### src/rtl/mem_arb_pkg.sv
// Shared types and constants for the memory port arbiter.
package mem_arb_pkg;

   typedef enum logic [1:0] {
      IDLE,
      ACCESS,
      RESP
   } arb_state_t;

   typedef enum logic {
      OWNER_CPU,
      OWNER_DBG
   } arb_owner_t;

   localparam int unsigned ARB_WORD_SHIFT = 2;

endpackage

### src/rtl/mem_port_arbiter_if.sv
// Bus bundle between the CPU/debug requesters, the arbiter and the single-ported memory.
interface mem_port_arbiter_if #(
   parameter int unsigned DW = 32
);
   logic          cpu_req;
   logic          cpu_we;
   logic [31:0]   cpu_addr;
   logic [DW-1:0] cpu_wdata;
   logic          cpu_gnt;
   logic          cpu_rvalid;
   logic          cpu_err;
   logic [DW-1:0] cpu_rdata;

   logic          dbg_req;
   logic          dbg_we;
   logic [31:0]   dbg_addr;
   logic [DW-1:0] dbg_wdata;
   logic          dbg_gnt;
   logic          dbg_rvalid;
   logic          dbg_err;
   logic [DW-1:0] dbg_rdata;

   logic          mem_read;
   logic          mem_write;
   logic [31:0]   mem_addr;
   logic [DW-1:0] mem_wdata;
   logic [DW-1:0] mem_rdata;

   logic          busy;

   modport slave (
      input  cpu_req, cpu_we, cpu_addr, cpu_wdata,
      output cpu_gnt, cpu_rvalid, cpu_err, cpu_rdata,
      input  dbg_req, dbg_we, dbg_addr, dbg_wdata,
      output dbg_gnt, dbg_rvalid, dbg_err, dbg_rdata,
      output mem_read, mem_write, mem_addr, mem_wdata,
      input  mem_rdata,
      output busy
   );

   modport master (
      output cpu_req, cpu_we, cpu_addr, cpu_wdata,
      input  cpu_gnt, cpu_rvalid, cpu_err, cpu_rdata,
      output dbg_req, dbg_we, dbg_addr, dbg_wdata,
      input  dbg_gnt, dbg_rvalid, dbg_err, dbg_rdata,
      input  mem_read, mem_write, mem_addr, mem_wdata,
      output mem_rdata,
      input  busy
   );

endinterface

### src/rtl/mem_arb_select.sv
// Winner selection between CPU and debug port. MEM_ARB_ROUND_ROBIN_EN selects strict
// alternation; otherwise CPU-first priority with a debug starvation counter.
module mem_arb_select
   import mem_arb_pkg::*;
#(
   parameter int unsigned STARVE_LIMIT = 4
) (
   input  logic       clk,
   input  logic       reset,
   input  logic       idle,
   input  logic       cpu_req,
   input  logic       dbg_req,
   output arb_owner_t winner
);

`ifdef MEM_ARB_ROUND_ROBIN_EN
   arb_owner_t last_owner_q, last_owner_d;

   always_comb begin
      winner = OWNER_CPU;
      if (dbg_req && (!cpu_req || last_owner_q == OWNER_CPU)) winner = OWNER_DBG;
      last_owner_d = last_owner_q;
      if (idle && (cpu_req || dbg_req)) last_owner_d = winner;
   end

   always_ff @(posedge clk or negedge reset) begin
      if (!reset) last_owner_q <= OWNER_CPU;
      else        last_owner_q <= last_owner_d;
   end
`else
   logic [2:0] wait_cnt_q, wait_cnt_d;

   always_comb begin
      winner = OWNER_CPU;
      if (dbg_req && (!cpu_req || wait_cnt_q == 3'(STARVE_LIMIT))) winner = OWNER_DBG;
      wait_cnt_d = wait_cnt_q;
      // Counts CPU wins taken while the debug port was waiting; any other idle outcome clears it.
      if (idle) begin
         if (dbg_req && winner == OWNER_CPU) wait_cnt_d = wait_cnt_q + 3'd1;
         else                                wait_cnt_d = '0;
      end
   end

   always_ff @(posedge clk or negedge reset) begin
      if (!reset) wait_cnt_q <= '0;
      else        wait_cnt_q <= wait_cnt_d;
   end
`endif

endmodule

### src/rtl/mem_port_arbiter.sv
// Shares one single-ported memory between the CPU and a debug/loader port, one
// 3-cycle transaction at a time (grant, memory strobe, response).
module mem_port_arbiter
   import mem_arb_pkg::*;
#(
   parameter int unsigned DW           = 32,
   parameter int unsigned DEPTH        = 32,
   parameter int unsigned STARVE_LIMIT = 4
) (
   input logic                clk,
   input logic                reset,
   mem_port_arbiter_if.slave  bus
);

   arb_state_t    state_q, state_d;
   arb_owner_t    owner_q, owner_d;
   arb_owner_t    winner;
   logic          we_q, we_d;
   logic [31:0]   addr_q, addr_d;
   logic [DW-1:0] wdata_q, wdata_d;
   logic          cpu_gnt_q, cpu_gnt_d, dbg_gnt_q, dbg_gnt_d;
   logic          cpu_rvalid_q, cpu_rvalid_d, dbg_rvalid_q, dbg_rvalid_d;
   logic          cpu_err_q, cpu_err_d, dbg_err_q, dbg_err_d;
   logic [DW-1:0] cpu_rdata_q, cpu_rdata_d, dbg_rdata_q, dbg_rdata_d;
   logic          mem_read_q, mem_read_d, mem_write_q, mem_write_d;
   logic          busy_q, busy_d;
   logic          range_err;
   logic [DW-1:0] resp_data;

   mem_arb_select #(.STARVE_LIMIT(STARVE_LIMIT)) u_select (
      .clk     (clk),
      .reset   (reset),
      .idle    (state_q == IDLE),
      .cpu_req (bus.cpu_req),
      .dbg_req (bus.dbg_req),
      .winner  (winner)
   );

   assign range_err = (32'(addr_q[31:ARB_WORD_SHIFT]) >= 32'(DEPTH)) ||
                      (addr_q[ARB_WORD_SHIFT-1:0] != '0);
   assign resp_data = (we_q || range_err) ? '0 : bus.mem_rdata;

   always_comb begin
      state_d      = state_q;
      owner_d      = owner_q;
      we_d         = we_q;
      addr_d       = addr_q;
      wdata_d      = wdata_q;
      cpu_gnt_d    = 1'b0;
      dbg_gnt_d    = 1'b0;
      cpu_rvalid_d = 1'b0;
      dbg_rvalid_d = 1'b0;
      cpu_err_d    = cpu_err_q;
      dbg_err_d    = dbg_err_q;
      cpu_rdata_d  = cpu_rdata_q;
      dbg_rdata_d  = dbg_rdata_q;
      mem_read_d   = 1'b0;
      mem_write_d  = 1'b0;
      unique case (state_q)
         IDLE: begin
            if (bus.cpu_req || bus.dbg_req) begin
               owner_d = winner;
               state_d = ACCESS;
               if (winner == OWNER_DBG) begin
                  dbg_gnt_d = 1'b1;
                  we_d      = bus.dbg_we;
                  addr_d    = bus.dbg_addr;
                  wdata_d   = bus.dbg_wdata;
               end else begin
                  cpu_gnt_d = 1'b1;
                  we_d      = bus.cpu_we;
                  addr_d    = bus.cpu_addr;
                  wdata_d   = bus.cpu_wdata;
               end
            end
         end
         ACCESS: begin
            mem_read_d  = !we_q && !range_err;
            mem_write_d = we_q && !range_err;
            state_d     = RESP;
         end
         RESP: begin
            state_d = IDLE;
            if (owner_q == OWNER_DBG) begin
               dbg_rvalid_d = 1'b1;
               dbg_err_d    = range_err;
               dbg_rdata_d  = resp_data;
            end else begin
               cpu_rvalid_d = 1'b1;
               cpu_err_d    = range_err;
               cpu_rdata_d  = resp_data;
            end
         end
         default: state_d = IDLE;
      endcase
      // Registered outputs lag the state by a cycle, so busy also covers the rvalid cycle.
      busy_d = (state_d != IDLE) || (state_q == RESP);
   end

   always_ff @(posedge clk or negedge reset) begin
      if (!reset) begin
         state_q      <= IDLE;
         owner_q      <= OWNER_CPU;
         we_q         <= 1'b0;
         addr_q       <= '0;
         wdata_q      <= '0;
         cpu_gnt_q    <= 1'b0;
         dbg_gnt_q    <= 1'b0;
         cpu_rvalid_q <= 1'b0;
         dbg_rvalid_q <= 1'b0;
         cpu_err_q    <= 1'b0;
         dbg_err_q    <= 1'b0;
         cpu_rdata_q  <= '0;
         dbg_rdata_q  <= '0;
         mem_read_q   <= 1'b0;
         mem_write_q  <= 1'b0;
         busy_q       <= 1'b0;
      end else begin
         state_q      <= state_d;
         owner_q      <= owner_d;
         we_q         <= we_d;
         addr_q       <= addr_d;
         wdata_q      <= wdata_d;
         cpu_gnt_q    <= cpu_gnt_d;
         dbg_gnt_q    <= dbg_gnt_d;
         cpu_rvalid_q <= cpu_rvalid_d;
         dbg_rvalid_q <= dbg_rvalid_d;
         cpu_err_q    <= cpu_err_d;
         dbg_err_q    <= dbg_err_d;
         cpu_rdata_q  <= cpu_rdata_d;
         dbg_rdata_q  <= dbg_rdata_d;
         mem_read_q   <= mem_read_d;
         mem_write_q  <= mem_write_d;
         busy_q       <= busy_d;
      end
   end

   assign bus.cpu_gnt    = cpu_gnt_q;
   assign bus.dbg_gnt    = dbg_gnt_q;
   assign bus.cpu_rvalid = cpu_rvalid_q;
   assign bus.dbg_rvalid = dbg_rvalid_q;
   assign bus.cpu_err    = cpu_err_q;
   assign bus.dbg_err    = dbg_err_q;
   assign bus.cpu_rdata  = cpu_rdata_q;
   assign bus.dbg_rdata  = dbg_rdata_q;
   assign bus.mem_read   = mem_read_q;
   assign bus.mem_write  = mem_write_q;
   assign bus.mem_addr   = addr_q;
   assign bus.mem_wdata  = wdata_q;
   assign bus.busy       = busy_q;

endmodule

### src/flat_wrapper.sv
// flat-port wrapper written by rule: the top's interface ports become plain ports
module mem_port_arbiter_flat import mem_arb_pkg::*;
#(
   parameter int unsigned DW           = 32,
   parameter int unsigned DEPTH        = 32,
   parameter int unsigned STARVE_LIMIT = 4
)
  (clk, reset, bus_cpu_req, bus_cpu_we, bus_cpu_addr, bus_cpu_wdata, bus_cpu_gnt, bus_cpu_rvalid, bus_cpu_err, bus_cpu_rdata, bus_dbg_req, bus_dbg_we, bus_dbg_addr, bus_dbg_wdata, bus_dbg_gnt, bus_dbg_rvalid, bus_dbg_err, bus_dbg_rdata, bus_mem_read, bus_mem_write, bus_mem_addr, bus_mem_wdata, bus_mem_rdata, bus_busy);
  mem_port_arbiter_if #(.DW(DW)) bus_i ();
  input logic clk;
  input logic reset;
  input wire logic [$bits(bus_i.cpu_req)-1:0] bus_cpu_req;
  input wire logic [$bits(bus_i.cpu_we)-1:0] bus_cpu_we;
  input wire logic [$bits(bus_i.cpu_addr)-1:0] bus_cpu_addr;
  input wire logic [$bits(bus_i.cpu_wdata)-1:0] bus_cpu_wdata;
  output wire logic [$bits(bus_i.cpu_gnt)-1:0] bus_cpu_gnt;
  output wire logic [$bits(bus_i.cpu_rvalid)-1:0] bus_cpu_rvalid;
  output wire logic [$bits(bus_i.cpu_err)-1:0] bus_cpu_err;
  output wire logic [$bits(bus_i.cpu_rdata)-1:0] bus_cpu_rdata;
  input wire logic [$bits(bus_i.dbg_req)-1:0] bus_dbg_req;
  input wire logic [$bits(bus_i.dbg_we)-1:0] bus_dbg_we;
  input wire logic [$bits(bus_i.dbg_addr)-1:0] bus_dbg_addr;
  input wire logic [$bits(bus_i.dbg_wdata)-1:0] bus_dbg_wdata;
  output wire logic [$bits(bus_i.dbg_gnt)-1:0] bus_dbg_gnt;
  output wire logic [$bits(bus_i.dbg_rvalid)-1:0] bus_dbg_rvalid;
  output wire logic [$bits(bus_i.dbg_err)-1:0] bus_dbg_err;
  output wire logic [$bits(bus_i.dbg_rdata)-1:0] bus_dbg_rdata;
  output wire logic [$bits(bus_i.mem_read)-1:0] bus_mem_read;
  output wire logic [$bits(bus_i.mem_write)-1:0] bus_mem_write;
  output wire logic [$bits(bus_i.mem_addr)-1:0] bus_mem_addr;
  output wire logic [$bits(bus_i.mem_wdata)-1:0] bus_mem_wdata;
  input wire logic [$bits(bus_i.mem_rdata)-1:0] bus_mem_rdata;
  output wire logic [$bits(bus_i.busy)-1:0] bus_busy;
  assign bus_i.cpu_req = bus_cpu_req;
  assign bus_i.cpu_we = bus_cpu_we;
  assign bus_i.cpu_addr = bus_cpu_addr;
  assign bus_i.cpu_wdata = bus_cpu_wdata;
  assign bus_cpu_gnt = bus_i.cpu_gnt;
  assign bus_cpu_rvalid = bus_i.cpu_rvalid;
  assign bus_cpu_err = bus_i.cpu_err;
  assign bus_cpu_rdata = bus_i.cpu_rdata;
  assign bus_i.dbg_req = bus_dbg_req;
  assign bus_i.dbg_we = bus_dbg_we;
  assign bus_i.dbg_addr = bus_dbg_addr;
  assign bus_i.dbg_wdata = bus_dbg_wdata;
  assign bus_dbg_gnt = bus_i.dbg_gnt;
  assign bus_dbg_rvalid = bus_i.dbg_rvalid;
  assign bus_dbg_err = bus_i.dbg_err;
  assign bus_dbg_rdata = bus_i.dbg_rdata;
  assign bus_mem_read = bus_i.mem_read;
  assign bus_mem_write = bus_i.mem_write;
  assign bus_mem_addr = bus_i.mem_addr;
  assign bus_mem_wdata = bus_i.mem_wdata;
  assign bus_i.mem_rdata = bus_mem_rdata;
  assign bus_busy = bus_i.busy;
  mem_port_arbiter #(.DW(DW), .DEPTH(DEPTH), .STARVE_LIMIT(STARVE_LIMIT)) u_core (.clk(clk), .reset(reset), .bus(bus_i));
endmodule
### config.mk
export PLATFORM = sky130hd
export DESIGN_NAME = mem_port_arbiter_flat
export DESIGN_NICKNAME = d
export VERILOG_FILES = /design/src/rtl/mem_arb_pkg.sv /design/src/rtl/mem_port_arbiter_if.sv /design/src/rtl/mem_arb_select.sv /design/src/rtl/mem_port_arbiter.sv /design/src/flat_wrapper.sv
export SDC_FILE = /design/constraint.sdc
export NUM_CORES = 1
export LEC_CHECK = 0
export ABC_CLOCK_PERIOD_IN_PS = 1770
export CAP_MARGIN = 20
export CORE_AREA = 2 2 153 117
export DETAILED_ROUTE_END_ITERATION = 8
export DIE_AREA = 0 0 155 119
export PLACE_DENSITY = 0.75
export SYNTH_ARGS = -nofsm -noshare
export SYNTH_HDL_FRONTEND = slang
export SYNTH_SLANG_ARGS = --single-unit
### constraint.sdc
create_clock -name clk -period 1.77 [get_ports clk]
set_input_delay 0.354 -clock clk [delete_from_list [all_inputs] [get_ports clk]]
set_output_delay 0.354 -clock clk [all_outputs]
set_load 0.03 [all_outputs]
---- After elaboration in Yosys (flattened, before gate mapping) ----
Cells that the tools add are included.
word-level totals
  bits in registers ....................... 144
  input port bits ......................... 166
  output and inout bits ................... 137
  word-level logic and storage cells ...... 62
operators by class
  add/sub/neg operators ................... 1
  order comparisons ....................... 1
  equality and inequality tests ........... 3
  muxes and demuxes ....................... 20
  bitwise logic cells ..................... 2
  reductions and logical operators ........ 18
operators by type and width
  operator                                                                               number
  32-bit two-way mux                                                                     3
  30-bit by 6-bit greater-or-equal comparator with 1-bit output (second input constant)  1
  1-bit two-way mux                                                                      14
  2-bit AND reduction                                                                    3
  1-bit logical OR                                                                       5
  1-bit logical AND                                                                      4
  2-bit one-hot mux with 2 select lines                                                  1
  2-bit nonzero test                                                                     2
  3-bit by 1-bit adder with 3-bit output (second input constant)                         1
  3-bit equality test (second input constant)                                            1
  1-bit zero test                                                                        3
  3-bit two-way mux                                                                      1
  2-bit by 1-bit equality test with 1-bit output (second input constant)                 1
  2-bit equality test (second input constant)                                            1
  2-bit zero test                                                                        1
  2-bit two-way mux                                                                      1
  1-bit inverter                                                                         2

---- Logic depth before layout (Yosys ltp) ----
Gate-level depths: netlist of run 1.
  depth after elaboration ................. 7
  depth in mapped cells ................... 9

---- Modules after synthesis ----
Synthesis of run 1 repeated with hierarchy kept, for this count alone.
unflattened totals
  cell total of the unflattened synthesis .. 623
  area total of the unflattened synthesis .. 6377.4 µm²
modules (own cells, without submodules)
  module            times used  cells each  area each (µm²)  sequential area each (µm²)
  mem_port_arbiter  1           604         6183.4           3528.4
  mem_arb_select    1           19          193.9            75.1

---- Worst setup path after synthesis of run 1 ----
No wires, ideal clock.
  kind .................................... register to register
  start point ............................. register u_core.addr_q[29], in the netlist u_core.bus.mem_addr[29]
  end point ............................... register u_core.cpu_rdata_q[10], in the netlist u_core.bus.cpu_rdata[10]
  arrival ................................. 1.827 ns
  required time ........................... 1.694 ns
  path slack .............................. -0.133 ns
  stages on the path, launching flop included .. 6
  buffers on the path ..................... 1
  period minus slack after synthesis ...... 1.903 ns
  cells stage by stage .................... dfrtp_1 -> or4_4 -> nor3_4 -> nand4b_4 -> clkbuf_2 -> o21ai_1
between the ends
  longest elaborated chain between the ends .. 4
RTL lines
  what                                                           line                     RTL
  from (decl)                                                    mem_port_arbiter.sv:19   logic [31:0] addr_q, addr_d;
  from (signal assigned)                                         mem_port_arbiter.sv:122  addr_q <= addr_d;
  30-bit by 6-bit greater-or-equal comparator with 1-bit output  mem_port_arbiter.sv:39   assign range_err = (32'(addr_q[31:ARB_WORD_SHIFT]) >= 32'(DEPTH)) ||
  1-bit logical OR                                               mem_port_arbiter.sv:39
  1-bit logical OR                                               mem_port_arbiter.sv:41   assign resp_data = (we_q || range_err) ? '0 : bus.mem_rdata;
  32-bit two-way mux                                             mem_port_arbiter.sv:41
  to (signal assigned)                                           mem_port_arbiter.sv:130  cpu_rdata_q <= cpu_rdata_d;
  to (decl)                                                      mem_port_arbiter.sv:24   logic [DW-1:0] cpu_rdata_q, cpu_rdata_d, dbg_rdata_q, dbg_rdata_d;
No other way between the ends.
A chain may end at the register's enable or synchronous reset.

---- Final worst setup path of run 1 ----
  start point ............................. register u_core.addr_q[23], in the netlist u_core.bus.mem_addr[23]
  end point ............................... register u_core.cpu_rdata_q[21], in the netlist u_core.bus.cpu_rdata[21]
Same word-level chain as after synthesis.

==> out/qor.csv, run 1 <==
stage,metric,value,unit
outcome,status,"complete, but fails checks",
outcome,violations,setup timing,
detailed_routing,routed_via_density,5.00,
global_route,grt_use_total,21.0,%
logic_synthesis,synthDistinctLibCells,36,
clock_network,clock_latency,420,ps
clock_network,cts_tree,built,
global_route,antenna_found_initial,0,
die,dieHeight,119,µm
clock_network,htree_levels,4,
timing,hold_viol,0,
power,p_leak,4.90,nW
placement,io_buffers,302,
logic_synthesis,synth_flop_cell,dfrtp_1,
detailed_routing,drtIter0Drc,339,
layout,antenna_cells,0,
clock_network,cts-root-buf,clkbuf_16,
die,num_io_pins,303,
layout,area.growth.synth_to_final,73.9,%
placement,post-dp-hpwl,13700,µm
worst_setup_path,slowest_stage,or4_4,
timing,slew_headroom,71.9,%
job,maxCapViolCount,0,
logic_synthesis,syn_inst,577,
logic_synthesis,synth-seq-cells,144,
placement,gp_congestion,0.793,
layout,finalNetCount,1077,
clock_network,cts_buffers,17,
logic_synthesis,synth_edf_count,0,
timing,worst_pin_slew,421,ps
logic_synthesis,yosysTopAreaCellShare,60.0,%
timing,post-route-period-util,107,%
worst_hold_path,holdCritPathClass,input port to async pin,
worst_setup_path,endpoint_kind,flip-flop,
worst_setup_path,required,2110,ps
layout,drive_above_1_share,14.9,%
logic_synthesis,netlist_top_cells_count,"dfrtp_1 (144), nand2_1 (132), o21ai_1 (57)",
logic_synthesis,seq_area_frac_synth,60.0,%
global_route,grt_max_degree,65,
worst_setup_path,path_max_fanout,16,
timing,tns,-5960,ps
timing,period_minus_slack,1890,ps
logic_synthesis,synth_nets,745,
logic_synthesis,syn_area_per_cell,10.4,µm²
timing,max_freq,530,MHz
logic_synthesis,synth_area_leaders,"dfrtp_1 (60%), nand2_1 (8.2%), a221o_1 (6.7%)",
worst_setup_path,crit_arrival,2220,ps
logic_synthesis,netlist_area,6010,µm²
detailed_routing,vias,5711,
logic_synthesis,yosysTopAreaCell,dfrtp_1,
power,powerDensity,1630,nW/µm²
timing,rsz0062_at_grt,yes,
worst_setup_path,cpMostUsedCell,buf_12,
logic_synthesis,yosysMostFrequentCell,dfrtp_1,
clock_network,cts.sinks,144,
placement,dp.cells,1095,
layout,instances_no_fill,1142,
detailed_routing,dr.pass1.iters,4,
detailed_routing,postRouteAntennaNets,0,
die,core,17200,µm²
die,dieArea,18400,µm²
timing,hold_ws,422,ps
die,chipWidth,155,µm
clock_network,clk_pin_slew_worst_paths,70,ps
timing,setup_viol,64,
worst_setup_path,crit_path_max_incr_delay,530,ps
timing,finClkSkew,8.74,ps
detailed_routing,wire_per_inst,17.9,µm
die,initial_utilization,35.0,%
global_route,grt-ovfl-total,0,
power,peakVddDrop,0.864,mV
global_route,grt_pass1_wl,30200,µm
detailed_routing,drc,0,
clock_network,cts.path.max_buffers,2,
worst_setup_path,critPathKind,flip-flop to flip-flop,
timing,slew_viol_final,0,
logic_synthesis,async_flop_share,100,%
worst_setup_path,cp_cell_sequence,or4_4 > nor3_4 > nand4b_4 > buf_12 > buf_12 > o21ai_1,
die,rows,42,
detailed_routing,routed_wl,20400,µm
logic_synthesis,ys.warnings.count,0,
worst_setup_path,startpoint_type,flip-flop,
timing,fin_ws,-116,ps
global_route,grt_pass1_vias,5777,
## sequential cells by signal, summed over array words and instances (netlist names)
register / flops
u_core.bus.busy: 1
u_core.bus.cpu_err: 1
u_core.bus.cpu_gnt: 1
u_core.bus.cpu_rdata: 32
u_core.bus.cpu_rvalid: 1
u_core.bus.dbg_err: 1
u_core.bus.dbg_gnt: 1
u_core.bus.dbg_rdata: 32
u_core.bus.dbg_rvalid: 1
u_core.bus.mem_addr: 32
u_core.bus.mem_read: 1
u_core.bus.mem_wdata: 32
u_core.bus.mem_write: 1
u_core.owner_q: 1
u_core.state_q: 2
u_core.u_select.wait_cnt_q: 3
u_core.we_q: 1
## layout make-up
cell class                 count  area [µm²]
fill                        1472        6730
sequential                   144        3610
timing repair buffer         353        3510
multi-input combinational    387        2400
clock buffer                  18         429
tap                          220         275
clock inverter                14         204
inverter                       6        22.5
## metrics by stage
step           area, µm²  setup WS [ps]  power (mW)  utilization (%)
2_1_floorplan       6020          -96.5        9.77                -
3_3_place_gp        9540           -268        13.7             55.5
3_5_place_dp        9540           -297        13.8             55.5
4_1_cts            10000          -97.4        16.9             58.3
5_1_grt            10500           -169        18.0             60.8
6_report           10500           -116        17.1             60.8
## cell families after synthesis
logic type	Yosys count	share of synthesized area (%)
simple gates	221	16.9
flops	144	60.0
compound gates	139	15.1
buf+inv	46	3.46
mux	25	4.16
fa+ha+maj	2	0.416
## layout by cell type (no fill, tap or decap), types with 25 or more instances in the layout
cell and instances:
clkdlybuf4s50_1 164, a221o_1 40, nor2_1 30, a21oi_1 25
dfrtp_1 141, nand2_1 132, dlygate4sd2_1 137, buf_4 28
o21ai_2 41, nor2b_1 42
## worst max-delay path, delay by kind of cell (launching register included)
family,cells,cell delay (ps)
and+or+nand+nor,3,940
DFF,1,400
buffers and inverters,2,330
AOI/OAI and AO/OA,1,130
## layer usage
layer | share of wire, % | wire length [µm] | GRT usage (%)
met5 | 0 | 0 | 0
met4 | 1.7 | 348 | 6.48
met3 | 7.1 | 1450 | 5.86
met2 | 48 | 9810 | 34.4
met1 | 43 | 8770 | 27.1
## report_power, final
| group | switching, mW | internal (mW) | leakage [nW] |
|---|---|---|---|
| Clock | 1.49 | 2.39 | 0.292 |
| Sequential | 0.678 | 4.49 | 1.83 |
| Combinational | 4.92 | 3.12 | 2.79 |
| Total | 7.08 | 10.0 | 4.90 |
## worst paths after layout
| path | endpoint | cells past startpoint | from | slack (ps) |
|---|---|---|---|---|
| worst max-delay path | u_core.bus.cpu_rdata[21] | 6 | u_core.bus.mem_addr[23] | -120 |
| min in group clk | u_core.bus.cpu_rdata[14] | 2 | u_core.bus.cpu_rdata[14] | 470 |
| worst min-delay path | u_core.bus.dbg_rdata[26] | 2 | reset | 420 |
| worst max register to register | u_core.bus.cpu_rdata[21] | 6 | u_core.bus.mem_addr[23] | -120 |
| max in group asynchronous | u_core.bus.dbg_rdata[14] | 3 | reset | 750 |
| worst min register to register | u_core.bus.cpu_rdata[14] | 2 | u_core.bus.cpu_rdata[14] | 470 |
## what timing repair did
action                                  4_1_cts  5_1_grt
hold buffers                                  1        0
resized for setup                           141       52
endpoints found under the setup margin      202      132
cloned                                        0       10
buffers inserted                              1        4
pin swaps                                     0       36
endpoints found under the hold margin        37        0
(Power assumes the default switching activity.)
==> inputs of run 2 (changes only) <==
- GPL_ROUTABILITY_DRIVEN: not set -> 0
==> results of run 2 <==
The final DEF is identical to that of run 1; final timing and power are the same.
==> inputs of run 3 (changes only) <==
==> constraint.sdc (replaced) <==
create_clock -name clk -period 1.77 [get_ports clk]
set_input_delay 0.177 -clock clk [delete_from_list [all_inputs] [get_ports clk]]
set_output_delay 0.177 -clock clk [all_outputs]
set_load 0.03 [all_outputs]
==> run 3 against run 2 <==
  * The run still ends with setup timing left
  * Count of clock-buffer cells in the layout increased by 2
  * Hold slack got worse by 160 ps
  * Final area is 4.1% higher
  * Register-to-register slack about the same
  * Fmax increased by 0.15%
  * Global-route usage increased by 1.5 points
  * Setup slack improved by 2.9 ps
  * Via count rose by 1.9%
  * Clock power shrank 5%
  * Sequential share of layout area is 1.4 points lower
==> out/qor.csv, run 3 (synthesized netlist as in run 1, its figures left out) <==
stage,metric,value,unit,change
outcome,status,"complete, but fails checks",,
outcome,violations,setup timing,,
clock_network,clk_pin_slew_worst_paths,60,ps,about the same
global_route,grt_pass1_vias,5968,,+3.3%
detailed_routing,routed_via_density,5.09,,+1.7%
timing,slew_headroom,69.9,%,-2.0 points
clock_network,cts_buffers,17,,unchanged
clock_network,cts_tree,built,,
timing,setup_viol,65,,+1.6%
layout,area.growth.synth_to_final,81.1,%,
placement,io_buffers,302,,unchanged
detailed_routing,postRouteAntennaNets,0,,unchanged
worst_setup_path,startpoint_type,flip-flop,,
die,chipWidth,155,µm,unchanged
clock_network,cts.sinks,144,,unchanged
die,core,17200,µm²,unchanged
layout,drive_above_1_share,17.7,%,+2.9 points
global_route,grt_use_total,22.5,%,+1.5 points
global_route,grt-ovfl-total,0,,unchanged
timing,finClkSkew,11.3,ps,+2.53 ps
die,num_io_pins,303,,unchanged
global_route,grt_pass1_wl,32100,µm,+6.4%
timing,period_minus_slack,1880,ps,-2.89 ps
detailed_routing,wire_per_inst,18.6,µm,+4.3%
timing,fin_ws,-113,ps,+2.89 ps
layout,finalNetCount,1079,,+0.19%
die,rows,42,,unchanged
layout,multi_input_area,2520,µm²,+4.8%
worst_setup_path,critPathKind,flip-flop to flip-flop,,
clock_network,cts-root-buf,clkbuf_16,,
worst_setup_path,endpoint_kind,flip-flop,,
layout,fillers,1380,,-6.3%
timing,max_freq,531,MHz,+0.15%
die,initial_utilization,35.0,%,unchanged
clock_network,cts.path.max_buffers,2,,unchanged
power,p_leak,4.71,nW,-4.0%
layout,seq_area,3610,µm²,unchanged
timing,tns,-6040,ps,-87.7 ps
layout,layout_commonest_cell,clkdlybuf4s50_1,,
placement,pre_cts_slack,-63.5,ps,+234 ps
placement,post-dp-hpwl,13600,µm,-0.10%
job,maxCapViolCount,0,,unchanged
timing,hold_viol,0,,unchanged
power,powerDensity,1640,nW/µm²,+0.47%
detailed_routing,routed_wl,21300,µm,+4.5%
timing,post-route-period-util,106,%,-0.16 points
clock_network,htree_levels,4,,unchanged
worst_setup_path,path_max_fanout,8,,-8
power,peakVddDrop,0.956,mV,+11%
worst_setup_path,required,2110,ps,about the same
worst_setup_path,crit_arrival,2220,ps,about the same
worst_hold_path,holdCritPathClass,input port to async pin,,
layout,layout_common_cells,"clkdlybuf4s50_1 (292), dfrtp_1 (141), nand2_1 (132)",,
clock_network,clock_latency,420,ps,about the same
timing,slew_viol_final,0,,unchanged
timing,rsz0062_at_grt,yes,,
detailed_routing,vias,5821,,+1.9%
global_route,antenna_found_initial,0,,unchanged
detailed_routing,dr.pass1.iters,4,,unchanged
detailed_routing,drc,0,,unchanged
worst_setup_path,reg2reg_slack,-110,ps,about the same
timing,hold_ws,258,ps,-163 ps
global_route,grt_max_degree,75,,+15%
power,power,17.9,mW,+4.6%
layout,antenna_cells,0,,unchanged
die,dieArea,18400,µm²,unchanged
die,dieHeight,119,µm,unchanged
detailed_routing,drtIter0Drc,226,,-33%
timing,worst_pin_slew,451,ps,+30.0 ps
==> run 3: cell count changes in the layout (fill, tap and decap cells not counted), sizes merged <==
cell,change
clkdlybuf4s50,+128
clkbuf,+1
clkinvlp,-2
clkinv,+4
buf,+3
dlymetal6s2s,+8
dlygate4sd2,-136
inv,-3
bufinv,-1
==> run 3: what timing repair did <==
| action | CTS | global route |
|---|---|---|
| hold endpoints to repair | 40 | 0 |
| hold buffers | 1 | 0 |
| pin swaps | 47 | 21 |
| gates resized for setup | 66 | 36 |
| gates cloned | 7 | 7 |
| endpoints found under the setup margin | 66 | 131 |
| setup buffers | 3 | 8 |
==> run 3: through the flow <==
stage                     cells  instance area (µm²)  utilization (%)
after detailed placement   1088                 9490             55.2
after CTS                  1131                10500             61.3
after global routing       1144                10900             63.3
after floorplan             577                 6020                -
final                      1144                10900             63.3
after global placement     1088                 9490             55.2
==> run 3: worst paths after layout <==
check / from / end / cells past startpoint
setup / recovery: u_core.bus.mem_addr[28] / u_core.bus.dbg_rdata[3] / 6
hold / removal: reset / u_core.bus.dbg_rdata[26] / 2
setup reg to reg: u_core.bus.mem_addr[28] / u_core.bus.dbg_rdata[3] / 6
hold reg to reg: u_core.bus.dbg_rdata[1] / u_core.bus.dbg_rdata[1] / 2
max in group asynchronous: reset / u_core.bus.dbg_rdata[0] / 3
min in group clk: bus_mem_rdata[12] / u_core.bus.cpu_rdata[12] / 3
==> run 3: critical path, stage by stage (launching register included) <==
cell,delay [ps]
dfrtp_2,400
or4_4,540
nor3_4,260
nand4b_4,140
buf_12,180
buf_16,160
o21ai_2,120
==> run 3: cell type report <==
| class | instances | share of cell area, % |
|---|---|---|
| Clock buffer | 20 | 4.10 |
| Clock inverter | 12 | 1.45 |
| Inverter | 6 | 0.207 |
| Multi-Input combinational cell | 387 | 23.2 |
| Sequential cell | 144 | 33.1 |
| Tap cell | 220 | 2.53 |
| Timing Repair Buffer | 355 | 35.4 |
==> run 3: power by group <==
part           leakage [nW]  switching, mW  internal [mW]
logic                  2.60           4.99           3.93
clock network         0.287           1.43           2.26
registers              1.83          0.771           4.49
total                  4.71           7.19           10.7
==> run 3: layer usage <==
metal	track usage, %	part of all wire [%]
met1	28.1	41
met2	37.0	49
met3	7.21	7.8
met4	7.12	2.3
met5	0	0
